**config.mk**
```make
export PLATFORM = sky130hd
export DESIGN_NAME = multicycle_cu
export DESIGN_NICKNAME = d
export VERILOG_FILES = /design/src/rtl/multicycle_cu.sv
export SDC_FILE = /design/constraint.sdc
export NUM_CORES = 1
export LEC_CHECK = 0
export CAP_MARGIN = 10
export CORE_MARGIN = 1
export CORE_UTILIZATION = 31
export DETAILED_ROUTE_END_ITERATION = 8
export PLACE_DENSITY_LB_ADDON = 0.05
export REMOVE_ABC_BUFFERS = 1
export SYNTH_ARGS = -nofsm -noshare
export SYNTH_HDL_FRONTEND = slang
export SYNTH_SLANG_ARGS = --single-unit
```
**constraint.sdc**
```tcl
create_clock -name clk -period 3.5 [get_ports clk]
set_input_delay 0.875 -clock clk [delete_from_list [all_inputs] [get_ports clk]]
set_output_delay 0.875 -clock clk [all_outputs]
set_load 0.01 [all_outputs]
```
**src/rtl/multicycle_cu.sv**
```systemverilog
// multicycle_cu: control unit for a multi-cycle RV32 subset datapath
// (lw, sw, R-type ALU, I-type ALU, beq, jal) sharing one unified memory.
//
// Ports:
//   clk        rising-edge clock
//   rst        asynchronous active-high reset; forces FETCH, masks strobes
//   instr      instruction register contents (valid from DECODE onward)
//   zero       ALU result equals zero (branch condition)
//   mem_ready  memory completes the current access this cycle
//   pc_write   PC load enable
//   adr_src    memory address select (0 = PC, 1 = ALU result)
//   ir_write   instruction register load enable
//   mem_write  memory write strobe
//   reg_write  register file write strobe
//   illegal    one-cycle pulse in DECODE for an unrecognised opcode
//   result_src result mux select (00 ALUOut, 01 mem data, 10 ALU result)
//   alu_src_a  ALU A select (00 PC, 01 oldPC, 10 rs1)
//   alu_src_b  ALU B select (00 rs2, 01 imm, 10 const 4)
//   imm_src    immediate format select
//   alu_ctrl   ALU operation (000 add, 001 sub, 010 and, 011 or, 101 slt)
//   state      current FSM state (debug)
module multicycle_cu #(
  parameter int unsigned WIDTH = 32
) (
  input  logic             clk,
  input  logic             rst,
  input  logic [WIDTH-1:0] instr,
  input  logic             zero,
  input  logic             mem_ready,
  output logic             pc_write,
  output logic             adr_src,
  output logic             ir_write,
  output logic             mem_write,
  output logic             reg_write,
  output logic             illegal,
  output logic [1:0]       result_src,
  output logic [1:0]       alu_src_a,
  output logic [1:0]       alu_src_b,
  output logic [1:0]       imm_src,
  output logic [2:0]       alu_ctrl,
  output logic [3:0]       state
);

  typedef enum logic [3:0] {
    S_FETCH    = 4'd0,
    S_DECODE   = 4'd1,
    S_MEMADR   = 4'd2,
    S_MEMREAD  = 4'd3,
    S_MEMWB    = 4'd4,
    S_MEMWRITE = 4'd5,
    S_EXECUTER = 4'd6,
    S_EXECUTEI = 4'd7,
    S_ALUWB    = 4'd8,
    S_BEQ      = 4'd9,
    S_JAL      = 4'd10
  } state_t;

  localparam logic [6:0] OP_LW  = 7'b0000011;
  localparam logic [6:0] OP_SW  = 7'b0100011;
  localparam logic [6:0] OP_R   = 7'b0110011;
  localparam logic [6:0] OP_I   = 7'b0010011;
  localparam logic [6:0] OP_BEQ = 7'b1100011;
  localparam logic [6:0] OP_JAL = 7'b1101111;

  state_t     state_q, state_d;
  logic [6:0] opcode;
  logic [2:0] funct3;
  logic       is_lw, is_sw, is_r, is_i, is_beq, is_jal, is_known;

  logic       pc_update, branch, ir_wr;
  logic [1:0] alu_op;

  // Only opcode, funct3 and bit 30 steer control.
  logic       unused_instr_bits;
  assign unused_instr_bits = ^{instr[WIDTH-1:31], instr[29:15], instr[11:7]};

  assign opcode   = instr[6:0];
  assign funct3   = instr[14:12];
  assign is_lw    = (opcode == OP_LW);
  assign is_sw    = (opcode == OP_SW);
  assign is_r     = (opcode == OP_R);
  assign is_i     = (opcode == OP_I);
  assign is_beq   = (opcode == OP_BEQ);
  assign is_jal   = (opcode == OP_JAL);
  assign is_known = is_lw | is_sw | is_r | is_i | is_beq | is_jal;

  always_ff @(posedge clk or posedge rst) begin
    if (rst) state_q <= S_FETCH;
    else     state_q <= state_d;
  end

  always_comb begin
    state_d = S_FETCH;
    case (state_q)
      S_FETCH:    state_d = mem_ready ? S_DECODE : S_FETCH;
      S_DECODE: begin
        if (is_lw || is_sw) state_d = S_MEMADR;
        else if (is_r)      state_d = S_EXECUTER;
        else if (is_i)      state_d = S_EXECUTEI;
        else if (is_beq)    state_d = S_BEQ;
        else if (is_jal)    state_d = S_JAL;
        else                state_d = S_FETCH;
      end
      S_MEMADR: begin
        if (is_lw)      state_d = S_MEMREAD;
        else if (is_sw) state_d = S_MEMWRITE;
        else            state_d = S_FETCH;
      end
      S_MEMREAD:  state_d = mem_ready ? S_MEMWB : S_MEMREAD;
      S_MEMWRITE: state_d = mem_ready ? S_FETCH : S_MEMWRITE;
      S_EXECUTER: state_d = S_ALUWB;
      S_EXECUTEI: state_d = S_ALUWB;
      S_JAL:      state_d = S_ALUWB;
      S_MEMWB:    state_d = S_FETCH;
      S_ALUWB:    state_d = S_FETCH;
      S_BEQ:      state_d = S_FETCH;
      default:    state_d = S_FETCH;
    endcase
  end

  // Moore decode of the state register; FETCH is the only state whose
  // strobes also follow mem_ready, so a stall holds everything else steady.
  always_comb begin
    adr_src    = 1'b0;
    ir_wr      = 1'b0;
    mem_write  = 1'b0;
    reg_write  = 1'b0;
    pc_update  = 1'b0;
    branch     = 1'b0;
    result_src = 2'b00;
    alu_src_a  = 2'b00;
    alu_src_b  = 2'b00;
    alu_op     = 2'b00;
    case (state_q)
      S_FETCH: begin
        ir_wr      = mem_ready;
        pc_update  = mem_ready;
        alu_src_b  = 2'b10;
        result_src = 2'b10;
      end
      S_DECODE: begin
        alu_src_a = 2'b01;
        alu_src_b = 2'b01;
      end
      S_MEMADR: begin
        alu_src_a = 2'b10;
        alu_src_b = 2'b01;
      end
      S_MEMREAD:  adr_src = 1'b1;
      S_MEMWB: begin
        result_src = 2'b01;
        reg_write  = 1'b1;
      end
      S_MEMWRITE: begin
        adr_src   = 1'b1;
        mem_write = 1'b1;
      end
      S_EXECUTER: begin
        alu_src_a = 2'b10;
        alu_op    = 2'b10;
      end
      S_EXECUTEI: begin
        alu_src_a = 2'b10;
        alu_src_b = 2'b01;
        alu_op    = 2'b10;
      end
      S_ALUWB:    reg_write = 1'b1;
      S_BEQ: begin
        alu_src_a = 2'b10;
        alu_op    = 2'b01;
        branch    = 1'b1;
      end
      S_JAL: begin
        alu_src_a = 2'b01;
        alu_src_b = 2'b10;
        pc_update = 1'b1;
      end
      default: ;
    endcase
  end

  // FETCH strobes depend on mem_ready, so they are masked by rst directly
  // rather than relying on the state register alone.
  assign ir_write = ir_wr & ~rst;
  assign pc_write = (pc_update | (branch & zero)) & ~rst;
  assign illegal  = (state_q == S_DECODE) & ~is_known;
  assign state    = state_q;

  always_comb begin
    imm_src = 2'b00;
    if (is_sw)       imm_src = 2'b01;
    else if (is_beq) imm_src = 2'b10;
    else if (is_jal) imm_src = 2'b11;
  end

  // Subtract only for R-type (opcode[5]=1); addi with bit 30 set stays add.
  always_comb begin
    alu_ctrl = 3'b000;
    case (alu_op)
      2'b01: alu_ctrl = 3'b001;
      2'b10: begin
        case (funct3)
          3'b000:  alu_ctrl = (opcode[5] & instr[30]) ? 3'b001 : 3'b000;
          3'b010:  alu_ctrl = 3'b101;
          3'b110:  alu_ctrl = 3'b011;
          3'b111:  alu_ctrl = 3'b010;
          default: alu_ctrl = 3'b000;
        endcase
      end
      default: alu_ctrl = 3'b000;
    endcase
  end

endmodule

```
### Word level (Yosys, flattened, before mapping)

Index checks and enable logic that the tools add are counted.

* equal/unequal tests: 21
* muxes and demuxes: 27
* bitwise operators: 13
* reductions and logical operators: 11

Operator list (count)
* $pmux W4 S6: 1
* $mux W4: 5
* $eq A4 B3 Y1 const B: 4
* $pmux W2 S2: 4
* $eq A7 B6 Y1 const B: 2
* $eq A7 B7 Y1 const B: 2
* $eq A4 B4 Y1 const B: 3
* $mux W3: 4
* $pmux W3 S4: 1
* $reduce_or A2 Y1: 5
* $eq A4 B2 Y1 const B: 2
* $eq A7 B2 Y1 const B: 1
* $eq A7 B5 Y1 const B: 1
* $mux W1: 7
* $eq A3 B3 Y1 const B: 2
* $mux W2: 3
* $or A1 B1 Y1: 6
* $pmux W3 S2: 1
* $reduce_or A3 Y1: 2
* $and A1 B1 Y1: 5
* $eq A4 B1 Y1 const B: 1
* $logic_not A4 Y1: 1
* $reduce_or A4 Y1: 1
* $eq A3 B2 Y1 const B: 1
* 6 further kinds: 7

* register bits after elaboration: 4
* bits of input ports: 36
* output and inout bits: 21

### Depth between registers and ports, before layout

Gate-level depths: netlist of the first run.

* word-level depth: 8
* gate-level depth with buffers: 7
* gate-level depth less buffers: 6

### Worst setup path before layout of the first run

No wires, ideal clock.

* path type: in2out
* start: input instr[1]
* end: output illegal
* arrival time: 1594 ps
* setup slack: 1031 ps
* stages: 4
* path through: nand2_1 -> nor3_1 -> and2_1 -> nor3_1

* longest elaborated chain between the ends: 8
* elaborated cells on any way between the ends: 13

Ends and longest elaborated chain
* start: declaration: RTL line 27 `input logic [WIDTH-1:0] instr,`
* $eq A7 B2 Y1 / $eq A7 B6 Y1 (equally long branches): RTL line 79, 80
* $or A1 B1 Y1 (4 in series): RTL line 85 `assign is_known = is_lw | is_sw | is_r | is_i | is_beq | is_jal;`
* $or A1 B1 Y1 *: RTL line 85
* $not A1 Y1 *: RTL line 186 `assign illegal = (state_q == S_DECODE) & ~is_known;`
* $and A1 B1 Y1 *: RTL line 186
* end: declaration: RTL line 35 `output logic illegal,`

Every way passes the cells marked *; elsewhere a longest branch is shown, timed or not.

### Worst setup path after layout of the first run

Ends and elaborated chain as after synthesis.

==> impl_metrics.yaml, run 1 <==
cts:
  ctsResizeCount: 0
  cts_buffer_depth: 2
  cts.clk_slew.worst_paths_ps: 30
  hold_buffers: 0
  cts_sinks: 4
  root_buffer: "clkbuf_4"
  ctsHtreeMaxLevel: 1
  cts_tree: "yes"
  numCtsBuffers: 3
  clk-insertion-delay-late_ps: 230
  cts_setup_buffers: 0
synthesis:
  yosys_warnings: 0
  synth_top_cell_area_share_pct: 17.1
  synthCells: 83
  avgSynthCellArea_um2: 7.04
  yosysUniqueCellTypes: 31
  synth_top_area_cell: "dfrtp_1"
  ys_seq_elements: 4
  synth-seq-area-share_pct: 17.1
  netlist_area_um2: 584
  synth.area.top_cells: "dfrtp_1 (17%), nor3_1 (8.6%), nor2_1 (7.7%), buf_4 (5.1%), a31oi_1 (4.3%)"
floorplanning:
  fp.dieArea_um2: 2060
  start_util_pct: 33.5
  ios: 57
  die_x_um: 45.4
  core_area_um2: 1750
  die_y_um: 45.4
  rows: 15
timing:
  tns_ps: 0
  clock_skew_ps: 4.32
  worstMarginPinSlew_ps: 440
  drv_slew: 0
  setup_viol: 0
  maxSlewHeadroom_pct: 70.7
  fin_crit_ps: 3370
  rsz0062_at_grt: "no"
  finalCritPeriodShare_pct: 96.3
  finalHoldViolCount: 0
  max_freq_mhz: 297
cells_and_area:
  multi_input_area_um2: 432
  stdcell_area_um2: 1010
  final_common_cell: "clkdlybuf4s50_1"
  layout_common_cells: "clkdlybuf4s50_1 (33), nor2_1 (12), nor3_1 (10)"
  largest_reg_flops: 4
  drive_above_1_share_pct: 12.2
  nFillCells: 188
  seq_area_um2: 100
  diodes: 0
  nets: 163
  area_growth_pct: 72.6
worst_setup_path:
  r2r-start: "state[0]$_DFF_PP0_"
  critPathMaxFanout: 3
  endpoint_kind: "primary output"
  arrival_ps: 2500
  cp-startpoint: "instr[1]"
  max_stage_delay_ps: 500
  crit_chain: "clkdlybuf4s50_1 -> nand2_1 -> nor3_1 -> and2_1 -> nor3_1 -> clkdlybuf4s50_1"
  slowest_stage: "clkdlybuf4s50_1"
  worstSetupPathType: "in -> out"
  cp.required_ps: 2620
  start_kind: "input pin"
global_route:
  grt_max_degree: 14
  grt_pass1_wl_um: 2430
  grt_use_total_pct: 15.5
  grt_antenna_before_repair: 0
  overflow: 0
  grt_pass1_vias: 565
power_and_ir_drop:
  power.leakage_uw: 0.000432
  p_clk_share_pct: 29.7
  pwr-share-comb_pct: 41.5
  intPower_uw: 130
  power_density_nw_per_um2: 182
  p_switching_uw: 53.2
  seq_power_share_pct: 28.8
  switching_share_pct: 29.0
  vdd_drop_max_mv: 0.118
route:
  drc_errors: 0
  drt_pre_antenna_iters: 4
  wl_met1_um: 671
  route.met3.wl_um: 83
  dr.first_iter.drc_count: 14
  finalWirelength_um: 1470
  wl_per_cell_um: 9.96
  wl_met2_um: 720
  vias: 707
  ant_nets: 0
  routed.top_layer: "met3"
  via_per_inst: 4.78
placement:
  hpwl_um: 1190
  gp_congestion: 0.774
  io_buffers: 35
  dpl_cell_area_um2: 981
run:
  cap_violations: 0
status:
  status: "finished, final reports clean"
worst_hold_path:
  hold_class: "reg -> reg"
  min_from: "state[3]$_DFF_PP0_"
==> routing by layer <==
metal  vias up  GRT usage (%)
met4         0           1.82
met1       300           21.3
met2        31           26.0
met5         -              0
met3         0           2.38
li1        376              -
==> kinds of logic after synthesis <==
group / count (synthesis) / share of synthesized area [%]
AND/OR/NAND/NOR: 49 / 48.4
AO/OA/AOI/OAI: 15 / 16.7
buffers and inverters: 10 / 8.99
flip-flops: 4 / 17.1
XOR/XNOR: 3 / 4.50
adder cells (fa/ha/maj): 2 / 4.28
==> worst paths after layout <==
check | endpoint | slack (ps) | depth (start not counted)
setup / recovery | illegal | 130 | 6
hold / removal | state[3]$_DFF_PP0_ | 780 | 4
setup reg to reg | state[0]$_DFF_PP0_ | 2090 | 4
hold reg to reg | state[3]$_DFF_PP0_ | 780 | 4
max in group asynchronous | state[3]$_DFF_PP0_ | 2460 | 2
min in group asynchronous | state[2]$_DFF_PP0_ | 890 | 2
==> power by group through the flow <==
stage / logic [µW] / clock network (µW) / registers (µW)
detailed placement: 76.3 / 0 / 53.7
floorplan: 29.5 / 0 / 53.7
CTS: 77.1 / 55.1 / 53.1
finish: 76.2 / 54.5 / 53.0
global route: 83.4 / 58.8 / 53.8
global placement: 75.9 / 0 / 53.6
==> critical path, delay by kind of cell <==
kind | cells | cell delay (ps)
buf+inv | 2 | 960
simple gates | 4 | 660
==> cells in the mapped netlist <==
library cell,count
a211oi_1,1
a21o_1,1
a21oi_1,4
a22o_1,1
a31o_2,1
a31oi_1,4
a32o_1,1
and2_1,2
buf_4,4
dfrtp_1,4
ha_1,2
inv_1,6
nand2_1,6
nand2b_1,1
nand2b_2,1
nand2b_4,1
nand3_1,4
nand4_1,2
nand4bb_1,1
nor2_1,12
nor2b_1,4
nor3_1,10
nor4_2,1
nor4_4,1
nor4b_1,1
o21ai_0,1
o21ai_1,1
or2_2,1
or3_1,1
xnor2_1,2
xor2_1,1
==> cell type report <==
| cell class | count | area share [%] |
|---|---|---|
| Timing Repair Buffer | 41 | 39.7 |
| Multi-Input combinational cell | 69 | 42.8 |
| Tap cell | 25 | 3.10 |
| Clock buffer | 3 | 2.23 |
| Inverter | 6 | 2.23 |
| Sequential cell | 4 | 9.93 |
==> through the flow <==
stage	setup WS [ps]	total power, µW	cells	hold slack (ps)	util, %
floorplan	949	83.2	79	641	-
global placement	126	129	145	783	56.2
detailed placement	132	130	145	784	56.2
CTS	47.2	185	148	788	57.5
global route	29.8	196	148	857	57.8
finish	129	184	148	784	57.8
(Power assumes the default switching activity.)
==> run 2, diff against run 1 <==
==> constraint.sdc (replaced) <==
create_clock -name clk -period 3.5 [get_ports clk]
set_input_delay 0.875 -clock clk [delete_from_list [all_inputs] [get_ports clk]]
set_output_delay 0.875 -clock clk [all_outputs]
set_load 0.1 [all_outputs]
==> run 2 against run 1 <==
Against the previous run: sequential share of layout area barely moved; register-to-register slack barely moved; via count rose by 2.3%; non-clock buffer count fell by 5.
==> impl_metrics.yaml, run 2 (synthesis gave the netlist of run 1 again) <==
status:
  status: "finished, final reports clean"
cells_and_area:
  drive_above_1_share_pct: 26.3
  diodes: 0
  largest_reg_flops: 4
  area_growth_pct: 73.4
  layout_common_cells: "clkdlybuf4s50_1 (14), buf_4 (14), nor2_1 (12)"
  final_cells: 143
  nets: 158
route:
  finalWirelength_um: 1500
  wl_per_cell_um: 10.5
  vias: 723
  dr.first_iter.drc_count: 5
  ant_nets: 0
  drc_errors: 0
  via_per_inst: 5.06
  drt_pre_antenna_iters: 4
cts:
  cts_sinks: 4
  cts_buffer_depth: 2
  root_buffer: "clkbuf_4"
  cts_tree: "yes"
  numCtsBuffers: 3
  hold_buffers: 0
  clk-insertion-delay-late_ps: 240
  cts_setup_buffers: 0
  ctsResizeCount: 0
  ctsHtreeMaxLevel: 1
  cts.clk_slew.worst_paths_ps: 40
worst_hold_path:
  hold_depth: 2
  hold_class: "reg -> reg"
placement:
  dpl.cell_count: 140
  hpwl_um: 1200
  io_buffers: 35
  gp_congestion: 0.750
floorplanning:
  die_y_um: 45.4
  core_area_um2: 1750
  die_x_um: 45.4
  start_util_pct: 33.5
  rows: 15
  fp.dieArea_um2: 2060
  ios: 57
run:
  cap_violations: 0
timing:
  clock_skew_ps: 5.32
  setup_viol: 0
  drv_slew: 0
  finalCritPeriodShare_pct: 93.1
  maxSlewHeadroom_pct: 69.8
  finalHoldViolCount: 0
  whs_ps: 786
  rsz0062_at_grt: "no"
  worstMarginPinSlew_ps: 453
  max_freq_mhz: 307
  fin_crit_ps: 3260
global_route:
  grt_antenna_before_repair: 0
  overflow: 0
  grt_max_degree: 14
  grt_use_total_pct: 16.0
  grt_pass1_wl_um: 2460
  grt_pass1_vias: 586
worst_setup_path:
  worstSetupPathType: "in -> out"
  endpoint_kind: "primary output"
  critPathMaxFanout: 4
  arrival_ps: 2380
  r2r_cells: 4
  cp.required_ps: 2620
  start_kind: "input pin"
power_and_ir_drop:
  vdd_drop_max_mv: 0.142
  power_density_nw_per_um2: 256
  power_uw: 259
  power.leakage_uw: 0.000448
==> run 2: cell count changes in the layout (fill, tap and decap cells not counted) <==
cell / before / now
buf_12: 0 / 8
buf_4: 6 / 14
dlymetal6s2s_1: 2 / 0
clkdlybuf4s50_1: 33 / 14
==> run 2: cell type report <==
class | count | area, µm²
Timing Repair Buffer | 36 | 405
Clock buffer | 3 | 22.5
Fill cell | 179 | 732
Inverter | 6 | 22.5
Multi-Input combinational cell | 69 | 432
Sequential cell | 4 | 100
Tap cell | 25 | 31.3
==> run 2: power by group <==
group	internal (µW)	switching (µW)	total (µW)
Clock	38.4	19.6	58.0
Sequential	47.9	5.59	53.5
Combinational	46.1	102	148
Total	132	127	259
==> run 2: critical path, cell delays in order <==
cell and delay [ps]:
clkdlybuf4s50_1 560, nand2_1 80, nor3_1 320, and2_1 260, nor3_1 100, buf_12 190
==> run 2: through the flow <==
step,utilization (%),area (µm²),worst slack (ps),setup TNS (ps)
final,58.1,1010,243,0
after floorplan,-,554,-1680,-10620
after global routing,58.1,1010,145,0
after CTS,58.1,1010,237,0
after detailed placement,56.8,991,235,0
after global placement,56.8,991,255,0
==> run 2: final timing paths <==
path	startpoint	end	slack, ps
setup / recovery	instr[6]	illegal	240
hold / removal	state[1]$_DFF_PP0_	state[2]$_DFF_PP0_	790
setup reg to reg	state[0]$_DFF_PP0_	state[0]$_DFF_PP0_	2090
hold reg to reg	state[1]$_DFF_PP0_	state[2]$_DFF_PP0_	790
max in group asynchronous	rst	state[3]$_DFF_PP0_	2470
min in group asynchronous	rst	state[2]$_DFF_PP0_	880
==> run 2: routing by layer <==
layer	wire, µm	track usage (%)
met5	0	0
met4	19	5.45
met3	111	2.78
met2	707	27.7
met1	666	19.6
